<file path="src/rtl/bamboo_pkg.sv">
// Shared constants and types for the integer register file slice.
package bamboo_pkg;

    localparam int XLEN       = 32;
    localparam int NREGS      = 32;
    localparam int REG_ADDR_W = $clog2(NREGS);

    typedef logic [REG_ADDR_W-1:0] reg_addr_t;
    typedef logic [XLEN-1:0]       xlen_word_t;

endpackage

</file>
<file path="src/rtl/regfile_pending_sb.sv">
// Per-register pending scoreboard: issue marks a destination busy,
// writeback clears it, flush clears everything.
module regfile_pending_sb
    import bamboo_pkg::*;
#(
    parameter int NREGS    = bamboo_pkg::NREGS,
    parameter bit ZERO_REG = 1'b1,
    localparam int AW      = $clog2(NREGS)
) (
    input  logic             clk,
    input  logic             rst_n,
    input  logic             iss_we,
    input  logic [AW-1:0]    iss_addr,
    input  logic             wb_we,
    input  logic [AW-1:0]    wb_addr,
    input  logic             flush,
    output logic [NREGS-1:0] pending,
    output logic             any_busy
);

    logic iss_valid;
    logic wb_valid;

    // Register 0 never becomes pending when it is hardwired to zero.
    assign iss_valid = iss_we && !(ZERO_REG && (iss_addr == '0));
    assign wb_valid  = wb_we  && !(ZERO_REG && (wb_addr  == '0));

    // Flush beats issue beats writeback; the issue set is written last so a
    // same-address writeback cannot clear the younger instruction's mark.
    always_ff @(posedge clk or negedge rst_n) begin
        if (!rst_n) begin
            pending <= '0;
        end else if (flush) begin
            pending <= '0;
        end else begin
            if (wb_valid) begin
                pending[wb_addr] <= 1'b0;
            end
            if (iss_valid) begin
                pending[iss_addr] <= 1'b1;
            end
        end
    end

    assign any_busy = |pending;

endmodule

</file>
<file path="src/rtl/regfile_sb.sv">
// Integer register file with NRD combinational read ports, one writeback
// port, optional write-to-read bypass and a pending-write scoreboard.
module regfile_sb
    import bamboo_pkg::*;
#(
    parameter int XLEN     = bamboo_pkg::XLEN,
    parameter int NREGS    = bamboo_pkg::NREGS,
    parameter int NRD      = 2,
    parameter bit BYPASS   = 1'b1,
    parameter bit ZERO_REG = 1'b1,
    localparam int AW      = $clog2(NREGS)
) (
    input  logic                clk,
    input  logic                rst_n,
    input  logic [NRD*AW-1:0]   rd_addr_i,
    output logic [NRD*XLEN-1:0] rd_data_o,
    output logic [NRD-1:0]      rd_busy_o,
    input  logic                wb_we_i,
    input  logic [AW-1:0]       wb_addr_i,
    input  logic [XLEN-1:0]     wb_data_i,
    input  logic                iss_we_i,
    input  logic [AW-1:0]       iss_addr_i,
    input  logic                flush_i,
    output logic                any_busy_o
);

    logic [XLEN-1:0]  regs [NREGS];
    logic [NREGS-1:0] pending;
    logic             wb_valid;
    logic             iss_live;

    assign wb_valid = wb_we_i  && !(ZERO_REG && (wb_addr_i  == '0));
    // An issue that survives this edge (not cancelled by a flush).
    assign iss_live = iss_we_i && !flush_i && !(ZERO_REG && (iss_addr_i == '0));

    regfile_pending_sb #(
        .NREGS    (NREGS),
        .ZERO_REG (ZERO_REG)
    ) u_pending (
        .clk      (clk),
        .rst_n    (rst_n),
        .iss_we   (iss_we_i),
        .iss_addr (iss_addr_i),
        .wb_we    (wb_we_i),
        .wb_addr  (wb_addr_i),
        .flush    (flush_i),
        .pending  (pending),
        .any_busy (any_busy_o)
    );

    // Data array: writeback lands on the edge; flush does not block it.
    always_ff @(posedge clk or negedge rst_n) begin
        if (!rst_n) begin
            for (int i = 0; i < NREGS; i++) begin
                regs[i] <= '0;
            end
        end else if (wb_valid) begin
            regs[wb_addr_i] <= wb_data_i;
        end
    end

    for (genvar k = 0; k < NRD; k++) begin : g_rd
        logic [AW-1:0]   addr;
        logic [XLEN-1:0] data;
        logic            busy;
        logic            hit;

        assign addr = rd_addr_i[k*AW +: AW];
        // Bypass is suppressed in reset so outputs stay zero while rst_n is low.
        assign hit  = BYPASS && rst_n && wb_valid && (wb_addr_i == addr);

        // Read mux: zero register, then forwarded writeback, then array state.
        always_comb begin
            data = regs[addr];
            busy = pending[addr];
            if (ZERO_REG && (addr == '0)) begin
                data = '0;
                busy = 1'b0;
            end else if (hit) begin
                data = wb_data_i;
                busy = iss_live && (iss_addr_i == addr);
            end
        end

        assign rd_data_o[k*XLEN +: XLEN] = data;
        assign rd_busy_o[k]              = busy;
    end

endmodule

</file>
<file path="config.mk">
export PLATFORM = sky130hd
export DESIGN_NAME = regfile_sb
export DESIGN_NICKNAME = d
export VERILOG_FILES = /design/src/rtl/bamboo_pkg.sv /design/src/rtl/regfile_pending_sb.sv /design/src/rtl/regfile_sb.sv
export SDC_FILE = /design/constraint.sdc
export NUM_CORES = 2
export LEC_CHECK = 0
export ABC_AREA = 0
export BUFFER_PORTS_ARGS = -buffer_cell sky130_fd_sc_hd__buf_2
export CAP_MARGIN = 40
export CORE_UTILIZATION = 56
export DETAILED_ROUTE_END_ITERATION = 12
export PLACE_DENSITY = 0.84
export SETUP_SLACK_MARGIN = 0.05
export SYNTH_ARGS = -nofsm -noshare
export SYNTH_HDL_FRONTEND = slang
export SYNTH_HIERARCHICAL = 1
export SYNTH_SLANG_ARGS = --single-unit
</file>
<file path="constraint.sdc">
create_clock -name clk -period 7 [get_ports clk]
set_clock_uncertainty 0.2 [all_clocks]
set_input_delay 1.4 -clock clk [delete_from_list [all_inputs] [get_ports clk]]
set_output_delay 1.4 -clock clk [all_outputs]
set_load 0.02 [all_outputs]
</file>
==> results.txt <==
- In this design, the stage delay of the slowest critical-path cell is slightly below 600 ps.
- Crit. End Element: primary output
- After technology mapping, the gate count stands at just over 4000.
- Data on the critical path is required at its endpoint by between 5000 and 6000 ps.
* Rel. slew slack: 24.59%
- Total negative setup slack: 0 ps
- In this run the worst path has a maximum fanout of 21.
- Summing the areas of all fa, ha and maj instances in the mapped netlist gives 0% of the synthesized area.
- Yosys warning count: 6
- Summed over all instances, the cell type with the most area after synthesis is dfrtp_1.
* Unrepaired setup endpoints after global routing: false
* Setup-violating endpoint count in the final report: 0
- In this run the clock root is driven by a clkbuf_16.
* Via/cell ratio: 7.332
- In this run the remaining antenna-violating nets after routing total 0.
- Synth Area in XOR/XNOR: less than 1%
* Netlist area before placement: approximately 58000 sq um
- Each instance of the synthesized netlist takes up on average about 14 sq um.
- The most used flip-flop cell after synthesis is dfrtp_1.
- Dividing total power by cell area gives a power density of about 280 nW/um^2.
- Gates resized during post-CTS repair numbered 0.
- After synthesis, flip-flops and latches occupy 45.82% of the total area.
* Critical-path cell list: buf_2, or2_2, buf_4, buf_4, o22ai_1, nor3_1, nor3_1, nor3_1, buf_2
- Global routing used around 34% of the available tracks.
- In this run the critical register-to-register path is captured at u_pending/pending[14]$_DFF_PN0_.
- Boundary pin count: about 120
* Top-area cell type share of the netlist area: 45.82%
- Standard-cell rows: 117
* Leakage power: roughly 0.027 uW
- # Max-Cap Violations: 0
* Total wirelength of the detailed-routed design: between 150000 and 200000 um
* Outcome: finished clean
* Vias in the first global route: 41210
* Post-CTS Setup Repair Bufs: 0
- Max Fclk: about 160 MHz
* Most common cell type on the critical path: nor3_1
* Initial core utilization: approximately 57%
* Total nets after synthesis: between 4000 and 5000
- Summed over all layers, the global routing overflow is 0.
- The clock tree synthesis step divided the H-tree into 3 levels.
* Count of flip-flops with a built-in enable after synthesis: 0
- CTS saw 1056 sinks.
* Clock transition at the register clock pins on the worst setup and hold paths after CTS: approximately 60 ps
- Die area: 104300 sq um
- Length in cells of the worst reg-to-reg path: 3
- For this design, the CTS-stage hold fixing added 0 buffers.
- Crit path buffers/inverters: 4
- VDD sags by at most 0.0001917 V.
* Detailed placement HPWL: 100600 um
* Maximum buffer depth of the clock tree: 3
* Chip width: 322.9 um
* Remaining design rule violation count: 0
- Summing the areas of all and, or, nand and nor instances in the mapped netlist gives around 3.8% of the synthesized area.
- For this run, the detailed router's first-pass iteration total came to 8.
- Final estimated routing congestion in global placement: ~0.9
- Critical path type: input pin to primary output
- By area, the combinational part of the netlist is dominated by multiplexers.
- Along the worst hold path, the cell count comes to 0.
- The synthesized netlist contains 63 unique library cells.
- The final layout contains approximately 4000 nets.
- Number of DRC markers in iteration 0: approximately 5000
* Detail-routed net length per standard cell: 32.06 um
- STA classifies the critical path startpoint as an input pin.
- Total count of max-transition violations in the final report: 0
- Input and output buffers added on the ports amount to ~120.
- Measured along the y axis, the die boundary spans about 320 um.
- Fraction of synthesized area in multiplexers: roughly 40%
- Number of synthesized register bits: between 1000 and 1500
* Ranking of synthesized cells by area: dfrtp_1, mux2_2, mux4_2
- Largest net degree at the start of global routing: between 150 and 200
- Number of buffers inserted during clock tree synthesis: ~110
- The number of hold violations in the final report was 0.
- The worst path in the final design needs a cycle of 6190 ps, including I/O delays and setup.
- Wire length of the first global-routing pass: around 260000 um
- After routing the design area is 63040 sq um.
- Data arrives at the worst endpoint at between 4000 and 5000 ps.
- Dividing the final minimum period by the clock period gives about nine tenths.
* Overall via count from detail_route: ~40000
- The startpoint identified for the worst register-to-register timing path is u_pending/pending[14]$_DFF_PN0_.
- HP Class: flip-flop to flip-flop
- Fraction of final layout cells sized beyond drive strength 1: 49.20%
* Area growth from synthesis to layout: 9.304%
* Inserted Diodes: 0
- Clock latency reported for the late side of the worst-skew pair: just under 700 ps
- TritonCTS clock tree: done
- The core region is between 100000 and 150000 sq um.
- Proportion of register bits with asynchronous set or reset after synthesis: 100.0%
- The startpoint identified for the worst hold timing path is regs[1015]$_DFFE_PN0P_.
- Total cell area at the placement stage: between 50000 and 60000 sq um
- The number of antenna violations at the first check in global routing came to 4.
- For the pin with the worst max-slew slack, the measured transition is around 1100 ps.
- Among all stages on the critical path, the largest delay is contributed by buf_4.
- Top delay family on crit path: simple AND/OR/NAND/NOR gates
* Endpoint of the worst hold-timing path: regs[1015]$_DFFE_PN0P_
* Compound-gate portion of the synthesized area: between 5 and 6%
* Reg-to-reg slack, setup: 5870 ps
[per-stage QoR]
stage | total power (uW) | setup WS, ps | std cells | hold WS, ps | util, %
global placement | 11410 | 930.0 | 5207 | 176.7 | 57.79
CTS | 17630 | 929.8 | 5419 | 196.0 | 61.85
finish | 17680 | 810.4 | 5421 | 200.5 | 61.87
detailed placement | 11680 | 920.9 | 5228 | 181.1 | 58.29
floorplan | 10630 | 2221 | 4065 | 238.8 | -
global route | 18280 | 815.1 | 5421 | 204.4 | 61.87
[layout by cell type (no fill, tap or decap), types with 21 or more instances in the layout]
cell / n
mux2_2: 1096
mux2_1: 26
o211ai_1: 39
mux4_2: 392
a211oi_1: 21
clkbuf_16: 109
o22a_1: 45
a21oi_1: 28
dfrtp_1: 1056
o22ai_1: 109
o21ai_1: 41
nor2_1: 154
o311a_1: 26
nor2b_1: 37
a22oi_1: 45
a221oi_1: 26
buf_2: 117
buf_12: 22
clkinv_2: 27
buf_4: 101
nor3_1: 67
o221ai_1: 31
mux2i_1: 123
[metal layers]
metal / track usage (%) / up-vias / routed length, um
li1: - / 15480 / -
met1: 44.21 / 20770 / 63490
met2: 49.93 / 2824 / 78360
met3: 10.75 / 667 / 22040
met4: 18.11 / 8 / 9847
met5: 0 / - / 37
[worst max path at each step]
stage | slack (ps) | from | end | depth (start not counted)
floorplan | 2220 | rd_addr_i[5] | rd_data_o[33] | 10
detailed placement | 920 | rd_addr_i[6] | rd_data_o[54] | 8
CTS | 930 | rd_addr_i[6] | rd_data_o[54] | 8
finish | 810 | rd_addr_i[2] | rd_data_o[10] | 9
global placement | 930 | rd_addr_i[6] | rd_data_o[54] | 8
global route | 820 | rd_addr_i[6] | rd_data_o[55] | 8
[kinds of logic after synthesis]
group / after synthesis
flip-flops: 1056
AND/OR/NAND/NOR: 410
XOR/XNOR: 20
buffers and inverters: 464
multiplexers: 1650
AO/OA/AOI/OAI: 465
[area by class of cell]
cell class              instances  area [sq um]
multi-input cells            2545         29030
well taps                    1368          1712
repair buffers                260          2243
clock buffers                 143          3045
inverters                       1         3.754
flip-flops and latches       1056         26430
clock inverters                48         585.6
fillers                      7225         38850
[sequential cells by signal, summed over array words and instances (netlist names)]
register / cells
regs: 1024
u_pending/pending: 32
[power breakdown]
group	total [uW]	internal (uW)	switching [uW]
Clock	5960	3480	2480
Combinational	3610	2100	1510
Sequential	8100	7230	870
Total	17700	12800	4860
[Yosys cell counts, types with 18 or more instances]
master	n
clkbuf_1	205
a211oi_1	21
buf_1	52
o21ai_0	19
buf_6	32
o311a_1	26
o221ai_1	31
o21ai_1	41
nand2_1	29
o22a_1	45
nor3_1	67
mux2i_1	123
mux2_1	26
and4bb_1	18
a21oi_1	28
nor2_1	170
a22oi_1	45
nor2b_1	37
buf_2	130
a221oi_1	26
o211ai_1	39
o22ai_1	109
mux4_2	392
buf_4	27
dfrtp_1	1056
mux2_2	1096
(Power assumes the default switching activity.)
